## config.mk

```make
export PLATFORM = sky130hd
export DESIGN_NAME = cache_fill_responder
export DESIGN_NICKNAME = d
export VERILOG_FILES = /design/src/rtl/cache_fill_responder.sv
export SDC_FILE = /design/constraint.sdc
export NUM_CORES = 1
export LEC_CHECK = 0
export ABC_AREA = 1
export CELL_PAD_IN_SITES_DETAIL_PLACEMENT = 1
export CELL_PAD_IN_SITES_GLOBAL_PLACEMENT = 2
export CORE_MARGIN = 2
export CORE_UTILIZATION = 32
export CTS_CLUSTER_SIZE = 28
export DETAILED_ROUTE_END_ITERATION = 7
export GPL_ROUTABILITY_DRIVEN = 0
export PLACE_DENSITY_LB_ADDON = 0.25
export SYNTH_ARGS = -nofsm -noshare
export SYNTH_HDL_FRONTEND = slang
export SYNTH_SLANG_ARGS = --single-unit
export TNS_END_PERCENT = 30
```

## constraint.sdc

```tcl
create_clock -name clk -period 3.8 [get_ports clk]
set_input_delay 0.76 -clock clk [delete_from_list [all_inputs] [get_ports clk]]
set_output_delay 0.76 -clock clk [all_outputs]
set_load 0.03 [all_outputs]
```

## src/rtl/cache_fill_responder.sv

```systemverilog
// Critical-word-first 8-word line fill: fetches a line from backing memory into a
// local buffer, then streams it to the cache as 8 back-to-back words.
module cache_fill_responder #(
  parameter int unsigned TIMEOUT = 1023
) (
  input  logic        clk,
  input  logic        reset,
  input  logic        sdram_req,
  input  logic [31:0] sdram_addr,
  output logic        sdram_fill,
  output logic [31:0] sdram_data,
  output logic        mem_req,
  output logic [31:0] mem_addr,
  input  logic        mem_ack,
  input  logic [31:0] mem_q,
  output logic        busy,
  output logic        err,
  output logic [1:0]  state_dbg
);

  // Handshakes: mem_req is held high with a stable mem_addr until mem_ack (or the
  // per-word timeout) completes that word; a word transfers on any edge where
  // mem_req && mem_ack. sdram_req is a level request accepted only in IDLE and
  // answered by a fixed 8-beat burst (sdram_fill marks beat 0).
  typedef enum logic [1:0] {
    IDLE   = 2'd0,
    FETCH  = 2'd1,
    DRAIN  = 2'd2,
    STREAM = 2'd3
  } state_t;

  localparam logic [15:0] TO_LAST = 16'(TIMEOUT - 1);

  state_t      state, state_d;
  logic [26:0] base, base_d;
  logic [2:0]  start, start_d;
  logic [2:0]  idx, idx_d;
  logic [15:0] cnt, cnt_d;
  logic        sdram_fill_d, mem_req_d, busy_d, err_d;
  logic [31:0] sdram_data_d, mem_addr_d;
  logic [31:0] line_buf [8];
  logic        buf_we;
  logic [31:0] buf_wdata;
  logic        accept;
  logic [2:0]  next_word;

  assign state_dbg = state;
  // A word completes on ack, or when its wait has lasted TIMEOUT cycles.
  assign accept    = mem_ack || (cnt == TO_LAST);
  assign next_word = start + idx + 3'd1;

  always_comb begin
    state_d      = state;
    base_d       = base;
    start_d      = start;
    idx_d        = idx;
    cnt_d        = cnt;
    sdram_fill_d = 1'b0;
    sdram_data_d = sdram_data;
    mem_req_d    = mem_req;
    mem_addr_d   = mem_addr;
    busy_d       = busy;
    err_d        = err;
    buf_we       = 1'b0;
    buf_wdata    = mem_q;
    case (state)
      IDLE: begin
        idx_d = 3'd0;
        cnt_d = 16'd0;
        if (sdram_req) begin
          base_d     = sdram_addr[31:5];
          start_d    = sdram_addr[4:2];
          mem_req_d  = 1'b1;
          mem_addr_d = {sdram_addr[31:2], 2'b00};
          busy_d     = 1'b1;
          state_d    = FETCH;
        end
      end
      FETCH: begin
        if (accept && !mem_ack) err_d = 1'b1;
        if (!sdram_req) begin
          // Abort: an access completing this very edge needs no drain.
          if (accept) begin
            mem_req_d = 1'b0;
            busy_d    = 1'b0;
            cnt_d     = 16'd0;
            state_d   = IDLE;
          end else begin
            cnt_d   = cnt + 16'd1;
            state_d = DRAIN;
          end
        end else if (accept) begin
          buf_we    = 1'b1;
          buf_wdata = mem_ack ? mem_q : 32'hFFFF_FFFF;
          cnt_d     = 16'd0;
          if (idx == 3'd7) begin
            mem_req_d    = 1'b0;
            idx_d        = 3'd0;
            sdram_fill_d = 1'b1;
            sdram_data_d = line_buf[0];
            state_d      = STREAM;
          end else begin
            idx_d      = idx + 3'd1;
            mem_addr_d = {base, next_word, 2'b00};
          end
        end else begin
          cnt_d = cnt + 16'd1;
        end
      end
      DRAIN: begin
        if (accept) begin
          if (!mem_ack) err_d = 1'b1;
          mem_req_d = 1'b0;
          busy_d    = 1'b0;
          cnt_d     = 16'd0;
          state_d   = IDLE;
        end else begin
          cnt_d = cnt + 16'd1;
        end
      end
      STREAM: begin
        if (idx == 3'd7) begin
          busy_d  = 1'b0;
          idx_d   = 3'd0;
          state_d = IDLE;
        end else begin
          idx_d        = idx + 3'd1;
          sdram_data_d = line_buf[idx + 3'd1];
        end
      end
      default: state_d = IDLE;
    endcase
  end

  always_ff @(posedge clk) begin
    if (!reset) begin
      state      <= IDLE;
      base       <= 27'd0;
      start      <= 3'd0;
      idx        <= 3'd0;
      cnt        <= 16'd0;
      sdram_fill <= 1'b0;
      sdram_data <= 32'd0;
      mem_req    <= 1'b0;
      mem_addr   <= 32'd0;
      busy       <= 1'b0;
      err        <= 1'b0;
    end else begin
      state      <= state_d;
      base       <= base_d;
      start      <= start_d;
      idx        <= idx_d;
      cnt        <= cnt_d;
      sdram_fill <= sdram_fill_d;
      sdram_data <= sdram_data_d;
      mem_req    <= mem_req_d;
      mem_addr   <= mem_addr_d;
      busy       <= busy_d;
      err        <= err_d;
    end
  end

  // Line buffer holds no reset value; every slot is written before it streams.
  always_ff @(posedge clk) begin
    if (buf_we) line_buf[idx] <= buf_wdata;
  end

endmodule

```

==> summary.md <==
| Metric | Value |
|---|---|
| Critical path origin | idx[0]$_SDFFE_PN0P_ |
| Leak | 7.99 nW |
| Min cycle time layout | 2.87 ns |
| Worst path max stage delay | between 0.8 and 0.9 ns |
| Minimum setup slack after placement | roughly 0.70 ns |
| EDFF count, synth | approximately 260 |
| Avg Inst Size Synth | just under 9 um2 |
| Pin count of the biggest net entering global routing | 76 |
| Clk slew on worst S/H paths | around 0.06 ns |
| Via density | 4.64 |
| Clock Skew | roughly 0.019 ns |
| Total GRT Usage | 0.175 |
| Cts hold-fix bufs | 0 |
| Clk buf depth | 3 |
| Fin crit share | 0.756 |
| Number of synthesized register bits | 373 |
| R2R Setup Slk | around 0.93 ns |
| Post-CTS Repair Setup Buffers | 0 |
| Crit path DAT | 3.33 ns |
| Yosys cell types | 33 |
| Worst Setup Start Kind | flip-flop |
| Setup WS post-layout | 0.926 ns |
| HPWL Detailed | between 20 and 30 mm |
| Critical Path Most Common Cell | nand2_1 |
| Hold Crit Class | flip-flop to flip-flop |
| Iter 0 DRT Violations | approximately 630 |
| DP Cell Count | approximately 2,600 |
| Simple-Gate Fraction of Synth Area | 0.269 |
| ANT cells | 0 |
| Clk_lat worst skew | approximately 0.58 ns |
| Dominant synthesized flop cell | edfxtp_1 |
| Final wirelength | around 45 mm |
| Initial core utilization | 0.324 |
| Root Driver | clkbuf_16 |
| Final #Nets | 2,017 |
| Critical path type | flip-flop to flip-flop |
| Multiplexer share of the synthesized area | 0.0172 |
| Cells after Synth | 1,827 |
| IO Port Bufs | around 130 |
| Final setup fails | 0 |
| Final hold violation count | 0 |
| Synth Area in Compound Gates | 0.0241 |
| Maxcap violations | 0 |
| Resized Gates After CTS | 0 |
| Htree depth | 2 |
| Yosys warns | 0 |
| Cts bufs inserted | 43 |
| CP max-delay cell | inv_2 |
| Cell Area, Placed | ~0.018 mm2 |
| CTS tree | done |
| Setup_tns | 0 ns |
| RR Endpoint | mem_addr[4]$_SDFFE_PN0P_ |
| DR DRC count | 0 |
| Synth Area in XOR/XNOR | 0.00538 |
| CP required | roughly 4.3 ns |
| Initial antenna violation count | 0 |
| Post-layout instance area | roughly 0.020 mm2 |
| Clk sinks | 373 |
| Worst-path cell chain | inv_2, ha_1, inv_1, fa_1, inv_1, nand2_1, nand2_1, nand2_1, nand3_1, nand2_1, nand3b_1, nand2_1, nor2_1 |
| Relative slew slack | 0.335 |
| VDD IR max | about 0.31 mV |
| DIE WIDTH | 230 um |
| Worst-margin pin slew | about 1.0 ns |
| P&R area growth vs syn | 20.9% |
| R2R Path Start | idx[0]$_SDFFE_PN0P_ |
| Pins Over Slew Limit | 0 |
| Detailed Routing Iterations Pass 1 | 5 |
| Die area | around 0.053 mm2 |
| Critical Path End Type | flip-flop |
| Most frequent cells in the layout | 568 x nand2_1, 357 x nor2_1, 256 x edfxtp_1, 143 x nand3_1, 132 x clkdlybuf4s50_1 |
| Register area share after synthesis | 0.616 |
| Vias after detailed routing | 12,300 |
| Layout cell share with drive strength beyond 1 | 0.0639 |
| Worst Path Max Fanout | between 50 and 60 |
| Critical path destination | mem_addr[4]$_SDFFE_PN0P_ |
| Synthesized area | about 0.016 mm2 |
| First-pass GRT wire length | ~72 mm |
| Vias in the first global route | 12,800 |
| Grt ovf | 0 |
| PwrDens | 702 mW/mm2 |
| Unrepaired setup endpoints after global routing | false |
| Commonest non-fill, non-tap cell in the layout | nand2_1 |
| Core footprint | between 0.05 and 0.06 mm2 |
| Fmax | between 0.3 and 0.4 GHz |
| Ports | about 140 |
| FP Rows | 82 |
| Non-Filler Instances | between 2,000 and 3,000 |
| Async SR Flop Fraction | 0 |
| Antenna Violating Nets Remaining | 0 |
| Status | completed |
| Largest family of logic cells by synthesized area | simple AND/OR/NAND/NOR gates |
| Cells on worst reg2reg path | 13 |
| Post-synthesis adder-cell area fraction | 0.00892 |
| Die Y | 230 um |
| Wire per inst | about 17 um |
-- how the worst min path moves through the flow --
stage / from / to / slack (ns) / depth (start not counted)
2_1_floorplan: start[0]$_SDFFE_PN0P_ / start[0]$_SDFFE_PN0P_ / 0.44 / 2
3_3_place_gp: start[0]$_SDFFE_PN0P_ / start[0]$_SDFFE_PN0P_ / 0.45 / 2
3_5_place_dp: mem_addr[23]$_SDFFE_PN0P_ / mem_addr[23]$_SDFFE_PN0P_ / 0.46 / 2
4_1_cts: mem_addr[23]$_SDFFE_PN0P_ / mem_addr[23]$_SDFFE_PN0P_ / 0.47 / 2
5_1_grt: mem_addr[25]$_SDFFE_PN0P_ / mem_addr[25]$_SDFFE_PN0P_ / 0.49 / 2
6_report: mem_addr[25]$_SDFFE_PN0P_ / mem_addr[25]$_SDFFE_PN0P_ / 0.46 / 2
-- cell usage after synthesis, drive strengths merged, types with 2 or more instances --
master | n | area share
nand4 | 3 | 0.0012
edfxtp | 256 | 0.47
and3 | 2 | 0.00077
buf | 70 | 0.022
o21ai | 67 | 0.021
nor3 | 12 | 0.0037
dfxtp | 117 | 0.14
nand2 | 572 | 0.13
inv | 132 | 0.030
clkbuf | 28 | 0.0065
mux2i | 28 | 0.017
nand3b | 2 | 0.00092
nand3 | 144 | 0.045
nor2 | 360 | 0.083
a21oi | 7 | 0.0022
o22ai | 2 | 0.00077
xor2 | 8 | 0.0043
ha | 10 | 0.0077
xnor2 | 2 | 0.0011
-- sequential cells by signal (all words and copies together) (netlist names) --
register	count
mem_addr	30
base	27
mem_req	1
state_dbg	2
sdram_fill	1
sdram_data	32
start	3
busy	1
cnt	16
idx	3
err	1
line_buf	256
-- per-stage QoR --
stage / utilization / total power [mW] / hold slack (ns)
3_5_place_dp: 0.366 / 10.1 / 0.456
2_1_floorplan: - / 8.39 / 0.435
3_3_place_gp: 0.366 / 9.92 / 0.448
6_report: 0.392 / 13.8 / 0.465
4_1_cts: 0.392 / 14.1 / 0.469
5_1_grt: 0.392 / 14.7 / 0.493
-- power by group --
| group | internal [mW] | leakage (nW) | total, mW | switching, mW |
|---|---|---|---|---|
| clock | 2.27 | 0.658 | 3.94 | 1.67 |
| sequential | 4.79 | 3.26 | 5.10 | 0.309 |
| combinational | 1.64 | 4.07 | 4.77 | 3.13 |
| total | 8.71 | 7.99 | 13.8 | 5.10 |
-- critical path, delay by kind of cell (launching register included) --
family        cells  cell delay [ns]
simple gates      8             0.57
buf+inv           3             0.92
fa+ha+maj         2             0.67
flops             1             0.51
-- cell type report --
type,count,area [um2]
multi-input combinational,1225,5330
sequential,373,10000
clock inverter,20,136
tap,672,841
timing repair buffer,163,1640
clock buffer,59,1200
fill,5811,30500
inverter,132,495
-- metal layers --
| layer | vias to the layer above | global-route usage | routed length, um |
|---|---|---|---|
| met1 | 5939 | 0.225 | 20900 |
| met4 | 0 | 0.0564 | 951 |
| met5 | - | 0 | 0 |
| li1 | 6078 | - | - |
| met3 | 57 | 0.0248 | 1610 |
| met2 | 182 | 0.302 | 21600 |
-- kinds of logic after synthesis --
logic type,Yosys count
compound gates,77
fa+ha+maj,11
xor+xnor,10
mux,28
simple gates,1097
buf+inv,230
flops,373
other cells,1
Note: power is estimated with default switching activity, not from simulation.
